$ cat config.mk
export PLATFORM = sky130hd
export DESIGN_NAME = core_bus_sched
export DESIGN_NICKNAME = d
export VERILOG_FILES = /design/src/rtl/core_bus_sched.sv
export SDC_FILE = /design/constraint.sdc
export NUM_CORES = 1
export LEC_CHECK = 0
export ABC_AREA = 1
export CAP_MARGIN = 40
export CORE_MARGIN = 5
export CORE_UTILIZATION = 30
export DETAILED_ROUTE_END_ITERATION = 6
export PLACE_DENSITY_LB_ADDON = 0.2
export REMOVE_ABC_BUFFERS = 1
export SLEW_MARGIN = 20
export SYNTH_ARGS = -nofsm -noshare
export SYNTH_HDL_FRONTEND = slang
export SYNTH_SLANG_ARGS = --single-unit
export TNS_END_PERCENT = 5
$ cat constraint.sdc
create_clock -name clk -period 2.15 [get_ports clk]
set_input_delay 0.215 -clock clk [delete_from_list [all_inputs] [get_ports clk]]
set_output_delay 0.215 -clock clk [all_outputs]
set_load 0.05 [all_outputs]
$ cat src/rtl/core_bus_sched.sv
// Single-outstanding bus scheduler for three requesters (data > dma > insn).
// Define CORE_BUS_STARVE_GUARD_EN to force an insn grant after STARVE_LIMIT data/dma grants.
module core_bus_sched #(
    parameter int STARVE_LIMIT = 8
) (
    input  logic        clk,
    input  logic        rst,
    input  logic [29:0] insn_addr,
    input  logic        insn_start,
    output logic        insn_ready,
    output logic [31:0] insn_data_rd,
    input  logic [29:0] data_addr,
    input  logic        data_start,
    input  logic        data_write,
    input  logic [31:0] data_data_wr,
    input  logic [3:0]  data_data_be,
    output logic        data_ready,
    output logic [31:0] data_data_rd,
    input  logic [29:0] dma_addr,
    input  logic        dma_start,
    input  logic        dma_write,
    input  logic [31:0] dma_data_wr,
    input  logic [3:0]  dma_data_be,
    output logic        dma_ready,
    output logic [31:0] dma_data_rd,
    output logic [29:0] bus_addr,
    output logic        bus_start,
    output logic        bus_write,
    output logic [31:0] bus_data_wr,
    output logic [3:0]  bus_data_be,
    input  logic        bus_ready,
    input  logic [31:0] bus_data_rd,
    output logic        idle
);
    localparam logic [1:0] P_INSN = 2'd2;

    typedef enum logic [1:0] {S_IDLE = 2'd0, S_ISSUE = 2'd1, S_WAIT = 2'd2} state_t;
    state_t r_state, w_state_nxt;

    // Requester index: 0 = data, 1 = dma, 2 = insn (insn is always a full-word read).
    logic [2:0]       w_start;
    logic [2:0][29:0] w_addr;
    logic [2:0]       w_write;
    logic [2:0][31:0] w_wdata;
    logic [2:0][3:0]  w_be;
    assign w_start = {insn_start, dma_start, data_start};
    assign w_addr  = {insn_addr, dma_addr, data_addr};
    assign w_write = {1'b0, dma_write, data_write};
    assign w_wdata = {32'h0, dma_data_wr, data_data_wr};
    assign w_be    = {4'hF, dma_data_be, data_data_be};

    logic [2:0]       r_pend;
    logic [2:0][29:0] r_slot_addr;
    logic [2:0]       r_slot_write;
    logic [2:0][31:0] r_slot_wdata;
    logic [2:0][3:0]  r_slot_be;
    logic [1:0]       r_win, w_win;
    logic             w_grant, w_done, w_force;
    logic [2:0]       r_ready;
    logic [2:0][31:0] r_data_rd;
    logic [29:0]      r_bus_addr, w_sel_addr;
    logic             r_bus_start, r_bus_write, w_sel_write;
    logic [31:0]      r_bus_wdata, w_sel_wdata;
    logic [3:0]       r_bus_be, w_sel_be;

    always_comb begin
        w_win = P_INSN;
        if (w_force)        w_win = P_INSN;
        else if (r_pend[0]) w_win = 2'd0;
        else if (r_pend[1]) w_win = 2'd1;
    end

    always_comb begin
        w_sel_addr  = '0;
        w_sel_write = 1'b0;
        w_sel_wdata = '0;
        w_sel_be    = '0;
        for (int p = 0; p < 3; p++) begin
            if (w_win == 2'(p)) begin
                w_sel_addr  = r_slot_addr[p];
                w_sel_write = r_slot_write[p];
                w_sel_wdata = r_slot_wdata[p];
                w_sel_be    = r_slot_be[p];
            end
        end
    end

    always_comb begin
        w_state_nxt = r_state;
        w_grant     = 1'b0;
        w_done      = 1'b0;
        case (r_state)
            S_IDLE:  if (|r_pend) begin
                         w_grant     = 1'b1;
                         w_state_nxt = S_ISSUE;
                     end
            S_ISSUE: w_state_nxt = S_WAIT;
            S_WAIT:  if (bus_ready) begin
                         w_done      = 1'b1;
                         w_state_nxt = S_IDLE;
                     end
            default: w_state_nxt = S_IDLE;
        endcase
    end

    always_ff @(posedge clk) begin
        if (rst) r_state <= S_IDLE;
        else     r_state <= w_state_nxt;
    end

    always_ff @(posedge clk) begin
        if (rst) begin
            r_pend       <= '0;
            r_slot_addr  <= '0;
            r_slot_write <= '0;
            r_slot_wdata <= '0;
            r_slot_be    <= '0;
            r_win        <= '0;
            r_ready      <= '0;
            r_data_rd    <= '0;
            r_bus_addr   <= '0;
            r_bus_start  <= 1'b0;
            r_bus_write  <= 1'b0;
            r_bus_wdata  <= '0;
            r_bus_be     <= '0;
        end else begin
            r_bus_start <= w_grant;
            r_ready     <= '0;
            if (w_grant) begin
                r_win       <= w_win;
                r_bus_addr  <= w_sel_addr;
                r_bus_write <= w_sel_write;
                r_bus_wdata <= w_sel_wdata;
                r_bus_be    <= w_sel_be;
            end
            // The winner's slot frees on completion, so its next start is accepted the cycle ready shows.
            for (int p = 0; p < 3; p++) begin
                if (w_done && r_win == 2'(p)) begin
                    r_pend[p]    <= 1'b0;
                    r_ready[p]   <= 1'b1;
                    r_data_rd[p] <= bus_data_rd;
                end else if (w_start[p] && !r_pend[p]) begin
                    r_pend[p]       <= 1'b1;
                    r_slot_addr[p]  <= w_addr[p];
                    r_slot_write[p] <= w_write[p];
                    r_slot_wdata[p] <= w_wdata[p];
                    r_slot_be[p]    <= w_be[p];
                end
            end
        end
    end

`ifdef CORE_BUS_STARVE_GUARD_EN
    localparam int CW = $clog2(STARVE_LIMIT + 1);
    localparam logic [CW-1:0] LIMIT = CW'(STARVE_LIMIT);
    logic [CW-1:0] r_starve;

    always_ff @(posedge clk) begin
        if (rst || !r_pend[P_INSN]) r_starve <= '0;
        else if (w_grant)           r_starve <= (w_win == P_INSN) ? '0 : r_starve + 1'b1;
    end

    assign w_force = r_pend[P_INSN] && (r_starve == LIMIT);
`else
    logic w_unused_limit;
    assign w_unused_limit = (STARVE_LIMIT != 0);
    assign w_force        = 1'b0;
`endif

    assign bus_addr     = r_bus_addr;
    assign bus_start    = r_bus_start;
    assign bus_write    = r_bus_write;
    assign bus_data_wr  = r_bus_wdata;
    assign bus_data_be  = r_bus_be;
    assign data_ready   = r_ready[0];
    assign dma_ready    = r_ready[1];
    assign insn_ready   = r_ready[2];
    assign data_data_rd = r_data_rd[0];
    assign dma_data_rd  = r_data_rd[1];
    assign insn_data_rd = r_data_rd[2];
    assign idle         = (r_state == S_IDLE) && !(|r_pend);
endmodule

==> results <==
- The number of cells after detailed placement is roughly 3000.
- Before CTS, the worst setup slack after placement is roughly 180 ps.
- The maximum fanout encountered on the critical timing path is 15.
- STA classifies the critical path endpoint as a primary output.
- The area enclosed by the die boundary is approximately 0.053 mm^2.
- The die height is about 230 um.
- The worst hold path belongs to the class input port to register.
- The final critical-path share of the clock period is roughly 95%.
- The clock latency at the later pin of the worst-skew pair is around 550 ps.
- The slowest stage cell on the critical path is sky130_fd_sc_hd__dfxtp_4.
- The sequential cell area fraction in the yosys report is 46.8%.
- The remaining design rule violation count is 0.
- The final count of pins violating max slew came to 0.
- The worst path setup slack after routing is 117 ps.
- Measured along the x axis, the die boundary spans roughly 230 um.
- The iteration-0 DRC count of the detailed router is around 1000.
- The finished cells cover around 0.020 mm^2.
- The worst-case vdd ir drop is around 0.68 mV.
- The signed area change from the synthesized netlist to the final layout is 40.1%.
- The half-perimeter wire length of the detailed placement result is around 34000 um.
- The layout has 4937 filler cells.
- After floorplanning, the core was divided into 80 placement rows.
- Global routing finished with a remaining overflow of 0.
- Headroom to the max-slew limit came out at 59.0%.
- The sequential cell area is a little under 0.007 mm^2.
- The startpoint identified for the worst hold timing path is bus_data_rd[21].
- The worst hold path was traced through 3 stages.
- The kind of start point of the critical path is a register.
- The effective utilization at floorplan is a little under a third.
- The longest clock path from root to sink contains 3 buffers.
- The clock tree from TritonCTS is yes.
- The number of input and output port buffers inserted is about 370.
- The number of antenna violations at the first check in global routing is 6.
- For the pin with the worst max-slew slack, the measured transition is 612 ps.
- For this block, the via count after detailed routing is approximately 15000.
- The critical path is of the register to primary output type.
- In this run the power density over the cells is 878 mW/mm^2.
- The first global-routing pass estimated 82100 um of wire.
- After the last flow step, the layout net total stands at about 2700.
- The critical path's largest stage delay is 420 ps.
- The final-report setup violation count is 0.
- For the final database, setup skew stands at ~24 ps.
- In this run the critical register-to-register path is captured at data_data_rd[24].
- The startpoint of the lowest-slack register-to-register path is r_state[1].
- The clock net sink count is ~340.
- The weighted congestion at the end of routability-driven global placement is between 0.8 and 0.9.
- The tree is rooted in a sky130_fd_sc_hd__clkbuf_16.
- Setup repair after global routing left no endpoint under its margin.
- The number of global-route vias before repair is around 15000.
- The number of setup buffers added after CTS is 0.
- The number of maximum-capacitance constraint violations is 0.
- The setup slack of the most critical reg-to-reg path is about 500 ps.
- The flow ran to the end, and the final reports show no timing, DRC or antenna violations.
- The arrival time at the worst endpoint is approximately 1800 ps.
- After clock tree synthesis, the flow added hold-fix buffers numbering 0.
- Summing all multi-input logic gate instances after layout gives ~0.0063 mm^2.
- The overall fraction of global-route tracks in use is a little under a fifth.
- The mapped cell area is around 0.014 mm^2.
- The post-synthesis instance total is 2162.
- The count of different cell masters after synthesis is 17.
- The final layout contains routed wiring with a total length of approximately 52000 um.
- The clock edge transition at the registers on the reported setup and hold paths is roughly 60 ps.
- The yosys synthesis warning count is 0.
- The average via count per standard cell is around 4.8.
- The post-place instance area is 0.0190 mm^2.
- Counting cells, the worst reg-to-reg path comes to 8.
- The synthesized area divided by synthesized cell count is between 6 and 7 um^2.
- The largest net degree at the start of global routing is a little under 70.
- Synthesis inferred around 340 register bits.
- The count of nets left with antenna violations once routing finished came out at 0.
- The number of antenna diodes in the final layout is 0.
- Traced cell by cell, the critical path runs through nor2_4 -> nand2_2 -> buf_4 -> nor2_2 -> buf_12.
- The average wire length per cell after detail routing is roughly 17 um.
- The total leakage power is ~9.4 nW.
- Timing would allow up to 492 MHz.
- In this run the count of I/O pins placed on the die edge is 370.
- The end point of the most critical hold path is data_data_rd[21].
- The worst endpoint required time is 1930 ps.
- Final hold analysis gives a worst-case slack of 270 ps.
- CTS built an H-tree with a depth of 2.
- The final count of hold timing violations came to 0.
- Counting the buffers created by CTS gives 41.
- The first TritonRoute pass finished after 5 iterations.
- The post-layout instance count excluding filler cells is between 3000 and 4000.
- The layout cell share with drive strength beyond 1 is approximately 5.3%.
- The worst path needs a little over 2000 ps of the cycle, external delays included.
- The floorplan step defined a core boundary enclosing 0.0477 mm^2.
-- layout make-up --
cell class | count | area share (%)
Clock inverter | 9 | 0.443
Inverter | 207 | 3.87
Clock buffer | 59 | 5.93
Tap cell | 615 | 3.79
Multi-Input combinational cell | 1447 | 30.9
Timing Repair Buffer | 422 | 21.7
Sequential cell | 339 | 33.4
-- per-layer routing --
| layer | vias up | routed length, um | GRT usage, % | share of wire [%] |
|---|---|---|---|---|
| met4 | 12 | 1040 | 4.69 | 2.0 |
| met5 | - | 85 | 0 | 0.16 |
| met1 | 6913 | 22800 | 24.3 | 44 |
| met3 | 85 | 4220 | 6.27 | 8.1 |
| li1 | 7375 | - | - | - |
| met2 | 419 | 23600 | 30.7 | 46 |
-- state kept, by name, indices dropped and copies added (netlist names) --
| signal | cells |
|---|---|
| bus_addr | 30 |
| bus_data_be | 4 |
| bus_data_wr | 32 |
| bus_start | 1 |
| bus_write | 1 |
| data_data_rd | 32 |
| dma_data_rd | 32 |
| insn_data_rd | 32 |
| r_pend | 3 |
| r_ready | 3 |
| r_slot_addr | 90 |
| r_slot_be | 9 |
| r_slot_wdata | 64 |
| r_slot_write | 2 |
| r_state | 2 |
| r_win | 2 |
-- how the worst max path moves through the flow --
stage	start	end
2_1_floorplan	rst	r_pend[1]
3_3_place_gp	bus_ready	data_data_rd[24]
3_5_place_dp	bus_ready	data_data_rd[0]
4_1_cts	r_pend[1]	idle
5_1_grt	r_pend[1]	idle
6_report	r_pend[1]	idle
-- cells in the final DEF (no fill, tap or decap), drive strengths merged --
master	instances
nor3	1
nor2	281
buf	54
inv	209
dfxtp	339
a21oi	202
bufinv	1
nand2	566
clkbuf	59
clkdlybuf4s50	368
clkinv	6
nand3	362
o21ai	34
o211a	1
-- cell families (layout without fill, tap and decap cells) --
family,after synthesis,after routing,synth area share [%]
AND/OR/NAND/NOR,1210,1210,34.6
buffers and inverters,376,697,10.4
flip-flops,339,339,46.8
AO/OA/AOI/OAI,237,237,8.22
-- synthesized netlist by cell type --
| cell | count | share of area [%] |
|---|---|---|
| sky130_fd_sc_hd__nand2_2 | 2 | 0.086 |
| sky130_fd_sc_hd__nor3_1 | 1 | 0.034 |
| sky130_fd_sc_hd__nor2_4 | 1 | 0.078 |
| sky130_fd_sc_hd__clkinv_1 | 2 | 0.052 |
| sky130_fd_sc_hd__o211a_1 | 1 | 0.069 |
| sky130_fd_sc_hd__o21ai_0 | 34 | 1.2 |
| sky130_fd_sc_hd__buf_1 | 31 | 0.80 |
| sky130_fd_sc_hd__dfxtp_1 | 339 | 47 |
| sky130_fd_sc_hd__nand2_1 | 564 | 15 |
| sky130_fd_sc_hd__a21oi_1 | 202 | 7.0 |
| sky130_fd_sc_hd__buf_2 | 64 | 2.2 |
| sky130_fd_sc_hd__nor2_1 | 276 | 7.1 |
| sky130_fd_sc_hd__nand3_1 | 362 | 12 |
| sky130_fd_sc_hd__inv_1 | 205 | 5.3 |
| sky130_fd_sc_hd__buf_4 | 3 | 0.16 |
| sky130_fd_sc_hd__nor2_2 | 4 | 0.17 |
| sky130_fd_sc_hd__clkbuf_1 | 71 | 1.8 |
-- through the flow --
| step | utilization [%] | power [mW] | TNS (ps) |
|---|---|---|---|
| floorplan | - | 9.67 | -1134150 |
| global placement | 39.8 | 11.2 | 0 |
| detailed placement | 39.8 | 11.3 | 0 |
| CTS | 42.5 | 18.1 | 0 |
| global route | 42.5 | 18.7 | 0 |
| finish | 42.5 | 17.8 | 0 |
-- power by group --
group | internal [mW] | switching [mW]
Combinational | 1.48 | 2.51
Sequential | 6.83 | 0.306
Clock | 4.00 | 2.71
Total | 12.3 | 5.53
-- repair_timing --
action | CTS | global route
endpoints found under the setup margin | 1 | 0
resized for setup | 1 | 0
hold endpoints to repair | 0 | 0
-- critical path, delay by kind of cell, from the launching register on --
family / cells / cell delay [ps]
buffers and inverters: 2 / 420
flip-flops: 1 / 420
AND/OR/NAND/NOR: 3 / 440
Power figures use the tool's default switching activity.
